==> src/rtl/obuf_drain_pkg.sv <==
// Shared accelerator definitions used by the output-buffer drain engine.
package obuf_drain_pkg;

  typedef enum logic [1:0] {
    ST_IDLE  = 2'd0,
    ST_READ  = 2'd1,
    ST_FLUSH = 2'd2,
    ST_DONE  = 2'd3
  } drain_state_e;

  // Cycles between mem_read_req and valid mem_read_data.
  localparam int OBUF_RD_LATENCY = 1;

endpackage

==> src/rtl/obuf_drain_if.sv <==
// Valid/ready word stream from the drain engine toward the DDR write path.
interface obuf_drain_if #(
  parameter int DATA_W = 64
);
  logic              valid;
  logic              ready;
  logic [DATA_W-1:0] data;
  logic              last;

  modport master (output valid, output data, output last, input ready);
  modport slave  (input valid, input data, input last, output ready);
endinterface

==> src/rtl/obuf_drain_fifo.sv <==
// Show-ahead skid FIFO; head is visible whenever non-empty, zero when empty.
module obuf_drain_fifo
  import obuf_drain_pkg::*;
#(
  parameter  int DEPTH = 4,
  parameter  int W     = 64,
  localparam int AW    = $clog2(DEPTH),
  localparam int CW    = AW + 1
) (
  input  logic          clk,
  input  logic          reset,
  input  logic          push_i,
  input  logic [W-1:0]  din_i,
  input  logic          pop_i,
  output logic [W-1:0]  dout_o,
  output logic          empty_o,
  output logic [CW-1:0] cnt_o
);

  logic [W-1:0]  mem_q [DEPTH];
  logic [AW-1:0] wr_ptr_q, rd_ptr_q;
  logic [CW-1:0] cnt_q;

  always_ff @(posedge clk) begin
    if (reset) begin
      wr_ptr_q <= '0;
      rd_ptr_q <= '0;
      cnt_q    <= '0;
    end else begin
      if (push_i) wr_ptr_q <= wr_ptr_q + 1'b1;
      if (pop_i)  rd_ptr_q <= rd_ptr_q + 1'b1;
      case ({push_i, pop_i})
        2'b10:   cnt_q <= cnt_q + 1'b1;
        2'b01:   cnt_q <= cnt_q - 1'b1;
        default: cnt_q <= cnt_q;
      endcase
    end
  end

  always_ff @(posedge clk) begin
    if (push_i) mem_q[wr_ptr_q] <= din_i;
  end

  assign empty_o = (cnt_q == '0);
  assign dout_o  = empty_o ? '0 : mem_q[rd_ptr_q];
  assign cnt_o   = cnt_q;

endmodule

==> src/rtl/obuf_drain.sv <==
// Drains a tile from the output buffer read port into a valid/ready stream,
// issuing reads only when the skid FIFO has room for every in-flight word.
module obuf_drain
  import obuf_drain_pkg::*;
#(
  parameter int MEM_DATA_WIDTH = 64,
  parameter int MEM_ADDR_WIDTH = 11,
  parameter int COUNT_W        = 16,
  parameter int FIFO_DEPTH     = 4
) (
  input  logic                      clk,
  input  logic                      reset,
  input  logic                      start,
  input  logic [MEM_ADDR_WIDTH-1:0] base_addr,
  input  logic [COUNT_W-1:0]        num_words,
  output logic                      busy,
  output logic                      done,
  output logic                      mem_read_req,
  output logic [MEM_ADDR_WIDTH-1:0] mem_read_addr,
  input  logic [MEM_DATA_WIDTH-1:0] mem_read_data,
  obuf_drain_if.master              m
);

  localparam int FCNT_W = $clog2(FIFO_DEPTH) + 1;

  drain_state_e              state_q;
  logic                      busy_q, done_q;
  logic [MEM_ADDR_WIDTH-1:0] rd_addr_q;
  logic [COUNT_W-1:0]        rd_left_q, tx_left_q;
  logic [OBUF_RD_LATENCY-1:0] vld_pipe_q;

  logic                      rd_req, hs, fifo_empty;
  logic [FCNT_W-1:0]         fifo_cnt;
  logic [FCNT_W:0]           occ;

  // Credit: FIFO entries plus reads whose data has not landed yet.
  always_comb begin
    occ = (FCNT_W+1)'(fifo_cnt);
    for (int i = 0; i < OBUF_RD_LATENCY; i++) occ = occ + (FCNT_W+1)'(vld_pipe_q[i]);
  end

  assign rd_req = (state_q == ST_READ) && (rd_left_q != '0)
                  && (occ < (FCNT_W+1)'(FIFO_DEPTH));
  assign hs     = m.valid && m.ready;

  always_ff @(posedge clk) begin
    if (reset) begin
      state_q    <= ST_IDLE;
      busy_q     <= 1'b0;
      done_q     <= 1'b0;
      rd_addr_q  <= '0;
      rd_left_q  <= '0;
      tx_left_q  <= '0;
      vld_pipe_q <= '0;
    end else begin
      done_q     <= 1'b0;
      vld_pipe_q <= OBUF_RD_LATENCY'({vld_pipe_q, rd_req});
      if (rd_req) begin
        rd_addr_q <= rd_addr_q + 1'b1;
        rd_left_q <= rd_left_q - 1'b1;
      end
      if (hs) tx_left_q <= tx_left_q - 1'b1;
      case (state_q)
        ST_IDLE: if (start) begin
          rd_addr_q <= base_addr;
          rd_left_q <= num_words;
          tx_left_q <= num_words;
          busy_q    <= 1'b1;
          if (num_words == '0) begin
            state_q <= ST_DONE;
            done_q  <= 1'b1;
          end else begin
            state_q <= ST_READ;
          end
        end
        ST_READ: if (rd_req && rd_left_q == COUNT_W'(1)) state_q <= ST_FLUSH;
        ST_FLUSH: if (hs && m.last) begin
          state_q <= ST_DONE;
          done_q  <= 1'b1;
        end
        ST_DONE: begin
          state_q <= ST_IDLE;
          busy_q  <= 1'b0;
        end
        default: state_q <= ST_IDLE;
      endcase
    end
  end

  obuf_drain_fifo #(.DEPTH(FIFO_DEPTH), .W(MEM_DATA_WIDTH)) u_fifo (
    .clk     (clk),
    .reset   (reset),
    .push_i  (vld_pipe_q[OBUF_RD_LATENCY-1]),
    .din_i   (mem_read_data),
    .pop_i   (hs),
    .dout_o  (m.data),
    .empty_o (fifo_empty),
    .cnt_o   (fifo_cnt)
  );

  assign m.valid       = !fifo_empty;
  assign m.last        = m.valid && (tx_left_q == COUNT_W'(1));
  assign mem_read_req  = rd_req;
  assign mem_read_addr = rd_addr_q;
  assign busy          = busy_q;
  assign done          = done_q;

endmodule

==> src/flat_wrapper.sv <==
// flat-port wrapper written by rule: the top's interface ports become plain ports
module obuf_drain_flat import obuf_drain_pkg::*;
#(
  parameter int MEM_DATA_WIDTH = 64,
  parameter int MEM_ADDR_WIDTH = 11,
  parameter int COUNT_W        = 16,
  parameter int FIFO_DEPTH     = 4
)
  (clk, reset, start, base_addr, num_words, busy, done, mem_read_req, mem_read_addr, mem_read_data, m_valid, m_data, m_last, m_ready);
  obuf_drain_if #(.DATA_W((64))) m_i ();
  input  logic clk;
  input  logic reset;
  input  logic start;
  input  logic [MEM_ADDR_WIDTH-1:0] base_addr;
  input  logic [COUNT_W-1:0] num_words;
  output logic busy;
  output logic done;
  output logic mem_read_req;
  output logic [MEM_ADDR_WIDTH-1:0] mem_read_addr;
  input  logic [MEM_DATA_WIDTH-1:0] mem_read_data;
  output wire logic [$bits(m_i.valid)-1:0] m_valid;
  output wire logic [$bits(m_i.data)-1:0] m_data;
  output wire logic [$bits(m_i.last)-1:0] m_last;
  input wire logic [$bits(m_i.ready)-1:0] m_ready;
  assign m_valid = m_i.valid;
  assign m_data = m_i.data;
  assign m_last = m_i.last;
  assign m_i.ready = m_ready;
  obuf_drain #(.MEM_DATA_WIDTH(MEM_DATA_WIDTH), .MEM_ADDR_WIDTH(MEM_ADDR_WIDTH), .COUNT_W(COUNT_W), .FIFO_DEPTH(FIFO_DEPTH)) u_core (.clk(clk), .reset(reset), .start(start), .base_addr(base_addr), .num_words(num_words), .busy(busy), .done(done), .mem_read_req(mem_read_req), .mem_read_addr(mem_read_addr), .mem_read_data(mem_read_data), .m(m_i));
endmodule
==> config.mk <==
export PLATFORM = sky130hd
export DESIGN_NAME = obuf_drain_flat
export DESIGN_NICKNAME = d
export VERILOG_FILES = /design/src/rtl/obuf_drain_pkg.sv /design/src/rtl/obuf_drain_if.sv /design/src/rtl/obuf_drain_fifo.sv /design/src/rtl/obuf_drain.sv /design/src/flat_wrapper.sv
export SDC_FILE = /design/constraint.sdc
export NUM_CORES = 1
export LEC_CHECK = 0
export CORE_UTILIZATION = 45
export CTS_BUF_LIST = sky130_fd_sc_hd__clkbuf_4
export DETAILED_ROUTE_END_ITERATION = 6
export GPL_ROUTABILITY_DRIVEN = 0
export GPL_TIMING_DRIVEN = 0
export PLACE_DENSITY = 0.68
export SLEW_MARGIN = 20
export SYNTH_ARGS = -nofsm -noshare
export SYNTH_HDL_FRONTEND = slang
export SYNTH_SLANG_ARGS = --single-unit
export TNS_END_PERCENT = 30
==> constraint.sdc <==
create_clock -name clk -period 6.3 [get_ports clk]
set_clock_uncertainty 0.15 [all_clocks]
set_input_delay 0.63 -clock clk [delete_from_list [all_inputs] [get_ports clk]]
set_output_delay 0.63 -clock clk [all_outputs]
set_load 0.01 [all_outputs]
==> out/metrics.csv <==
metric,value,unit
DRT iter0 DRCs,536,
PostCTS Resize Cnt,0,
Max Slew Vio Count,0,
setup bufs post-CTS,0,
Pre-antenna DRT Iters,5,
"Clk pin slew, worst setup/hold paths",60,ps
largest net degree at the start of global routing,45,
Congestion Overflow GR,0,
Worst path top cell family by delay,buffers and inverters,
CP Buf/Inv Count,3,
Main synth FF type,edfxtp_1,
max cap viols,0,
Final Worst Setup Slack,2170,ps
Worst R2R End,u_core.u_fifo.cnt_o[2]$_SDFFE_PP0P_,
Worst Setup End Kind,primary output,
Clock Tree Root,clkbuf_4,
power share of the sequential group,43.5,%
FILL cells,2234,
CTS sink cnt,313,
num rows,61,
antenna violations before repair,3,
Worst R2R Start,u_core.u_fifo.cnt_o[2]$_SDFFE_PP0P_,
Comb power frac,28.4,%
register area share after synthesis,69.0,%
# DRC,0,
GR Util met2,30.5,%
initial core utilization,46.0,%
"Cell Chain, Critical Path",clkbuf_1 -> buf_2 -> mux4_2 -> and2_1 -> clkdlybuf4s50_1,
post-synthesis cell count,765,
first-pass GRT wire length,41.6,mm
Async SR Flop Fraction,0,%
"Avg Cell Area, Syn",16.7,sq um
Area Growth Syn to Fin,25.9,%
share of power burned in the clock network,28.0,%
Worst Max-Slew Pin Slew,854,ps
CTS tree,built,
layout net count,1137,
Internal,4.13,mW
final setup vio count,0,
Tcrit/Tclk final,65.5,%
post-route setup TNS,0,ps
Die Ht,171,um
dpl ws,2780,ps
arrival time at the worst endpoint,3350,ps
met1 Track Usage GR,24.9,%
Post-Layout Cell Count,1461,
critical path's largest stage delay,640,ps
Startpoint Class,flop,
min-delay src,u_core.state_q[1]$_SDFFE_PP0P_,
Syn Nets,876,
most frequent cells in the layout,"edfxtp_1, clkdlybuf4s50_1, clkbuf_4",
"reg-to-reg slack, setup",3830,ps
dominant cell type by area after synthesis,edfxtp_1,
Worst Hold Endpoint,u_core.state_q[1]$_SDFFE_PP0P_,
clk_lat worst skew,650,ps
critical path's slowest cell,clkbuf_1,
sw frac,29.8,%
layout cells sized above 1,20.9,%
dpl cells,1320,
hold path depth,2,
I/O Buffers,173,
worst hold path type,reg2reg,
Max clock buf depth,3,
"most common cell after layout, fill and taps aside",edfxtp_1,
status,"finished, final reports clean",
Synth Warn #,0,
area share of the largest cell type after synthesis,60.0,%
vias in the first global route,7834,
Post-synth EDFFs,256,
RSZ-0062 raised after global routing,false,
DIE WIDTH,171,um
FF-to-FF path depth,8,
worst ir drop on vdd,214,uV
H-Tree Depth,3,
Final Hold Vio Count,0,
Core Box Area,0.0279,sq mm
Net Switching,1.75,mW
Required @ worst endpoint,5520,ps
Yosys cell types,54,
Vias,7565,
Num CTS Buffers,82,
fmax,0.242,GHz
grt peak-use layer,met2,
synthesized cell area,0.0128,sq mm
grt met3 use,4.28,%
hold_buf cts,0,
Max-slew headroom,43.0,%
synthesized flop and latch total,313,
half-perimeter wire length after placement,17.6,mm
mean routed wirelength per cell,18.3,um
"antenna viol nets, final",0,
detail-routed via count per cell,5.18,
power per standard cell area,365,mW/mm^2
fin util,57.8,%
overall routing resource usage,18.9,%
Die ar.,0.0291,sq mm
Leakage Power,5.23,nW
Max Fanout on Critical Path,10,
Synth area leaders,"edfxtp_1, mux4_2, dfxtp_1, and2_1, xnor2_1",
IO Count,175,
final critical-path required period,4130,ps
drt total wl,26.7,mm
Setup CP Type,reg2out,
==> worst reg2reg max path, stage by stage (launching register included) <==
cell     delay [ps]
dfxtp_1         360
o31ai_2         650
inv_1           200
ha_1            260
inv_1            90
fa_1            190
xor2_1           70
or3_1           310
a21oi_1         140
==> routing by layer <==
layer / wire length, um / vias up
met5: 0 / -
met4: 508 / 0
met3: 1640 / 38
met2: 13000 / 226
met1: 11600 / 3745
li1: - / 3556
==> how the worst max path moves through the flow <==
stage / endpoint / slack [ps] / from / cells past startpoint
4_1_cts: m_data[8] / 2070 / flop / 5
3_5_place_dp: m_data[8] / 2780 / flop / 5
6_report: m_data[8] / 2170 / flop / 5
2_1_floorplan: u_core.u_fifo.mem_q[0][0]$_DFFE_PP_ / 3650 / u_core.vld_pipe_q$_SDFF_PP0_ / 2
3_3_place_gp: u_core.u_fifo.mem_q[0][28]$_DFFE_PP_ / 2350 / u_core.vld_pipe_q$_SDFF_PP0_ / 2
5_1_grt: m_data[8] / 1960 / flop / 5
==> logic make-up (layout without fill, tap and decap cells) <==
group	Yosys count	in the layout	synth area share (%)
other	0	3	0
adder cells (fa/ha/maj)	16	16	1.62
AND/OR/NAND/NOR	188	188	8.49
flip-flops	313	313	69.0
XOR/XNOR	42	42	2.87
AO/OA/AOI/OAI	85	85	4.77
multiplexers	67	67	11.5
buffers and inverters	54	369	1.78
==> sequential cells by signal, indices dropped and copies added (netlist names), named ones only <==
register                flops
u_core.u_fifo.wr_ptr_q      2
u_core.rd_left_q           16
u_core.state_q              2
u_core.u_fifo.mem_q       256
u_core.busy                 1
u_core.vld_pipe_q           1
u_core.mem_read_addr       11
u_core.u_fifo.rd_ptr_q      2
u_core.tx_left_q           16
u_core.u_fifo.cnt_o         3
u_core.done                 1
==> synth_stat cells, types with 3 or more instances <==
| cell type | n |
|---|---|
| edfxtp_1 | 256 |
| and2_1 | 69 |
| mux4_2 | 64 |
| dfxtp_1 | 57 |
| nor2_1 | 34 |
| a21oi_1 | 31 |
| clkbuf_1 | 29 |
| xnor2_1 | 22 |
| xor2_1 | 20 |
| a211oi_1 | 16 |
| ha_1 | 15 |
| o21bai_1 | 15 |
| inv_1 | 14 |
| nand2_1 | 12 |
| nand3_1 | 12 |
| nor4_1 | 12 |
| nand4_1 | 10 |
| nor3_1 | 9 |
| buf_2 | 8 |
| nand3b_1 | 5 |
| nor2b_1 | 4 |
| or3_1 | 4 |
| and4_1 | 3 |
| nor4b_1 | 3 |
==> power groups by stage <==
stage          Clock [mW]  Combinational [mW]  Sequential (mW)
3_5_place_dp            0                1.69             2.60
6_report             1.65                1.67             2.56
3_3_place_gp            0                1.65             2.61
2_1_floorplan           0                1.03             2.59
5_1_grt              1.82                1.83             2.59
4_1_cts              1.71                1.69             2.56
==> metrics by stage <==
stage	power (mW)	hold slack [ps]	area (sq um)
6_report	5.89	357	16100
5_1_grt	6.24	371	16100
4_1_cts	5.97	313	16100
3_5_place_dp	4.29	329	15100
3_3_place_gp	4.26	339	15000
2_1_floorplan	3.62	320	12800
==> final cells by class <==
| type | instances | area [sq um] | area share, % |
|---|---|---|---|
| Antenna cell | 3 | 7.51 | 0.0466 |
| Buffer | 40 | 175 | 1.09 |
| Clock buffer | 120 | 901 | 5.59 |
| Clock inverter | 18 | 100 | 0.621 |
| Inverter | 14 | 52.6 | 0.326 |
| Multi-Input combinational cell | 398 | 3760 | 23.3 |
| Sequential cell | 313 | 8830 | 54.8 |
| Tap cell | 378 | 473 | 2.94 |
| Timing Repair Buffer | 177 | 1820 | 11.3 |
Note: power is estimated with default switching activity, not from simulation.
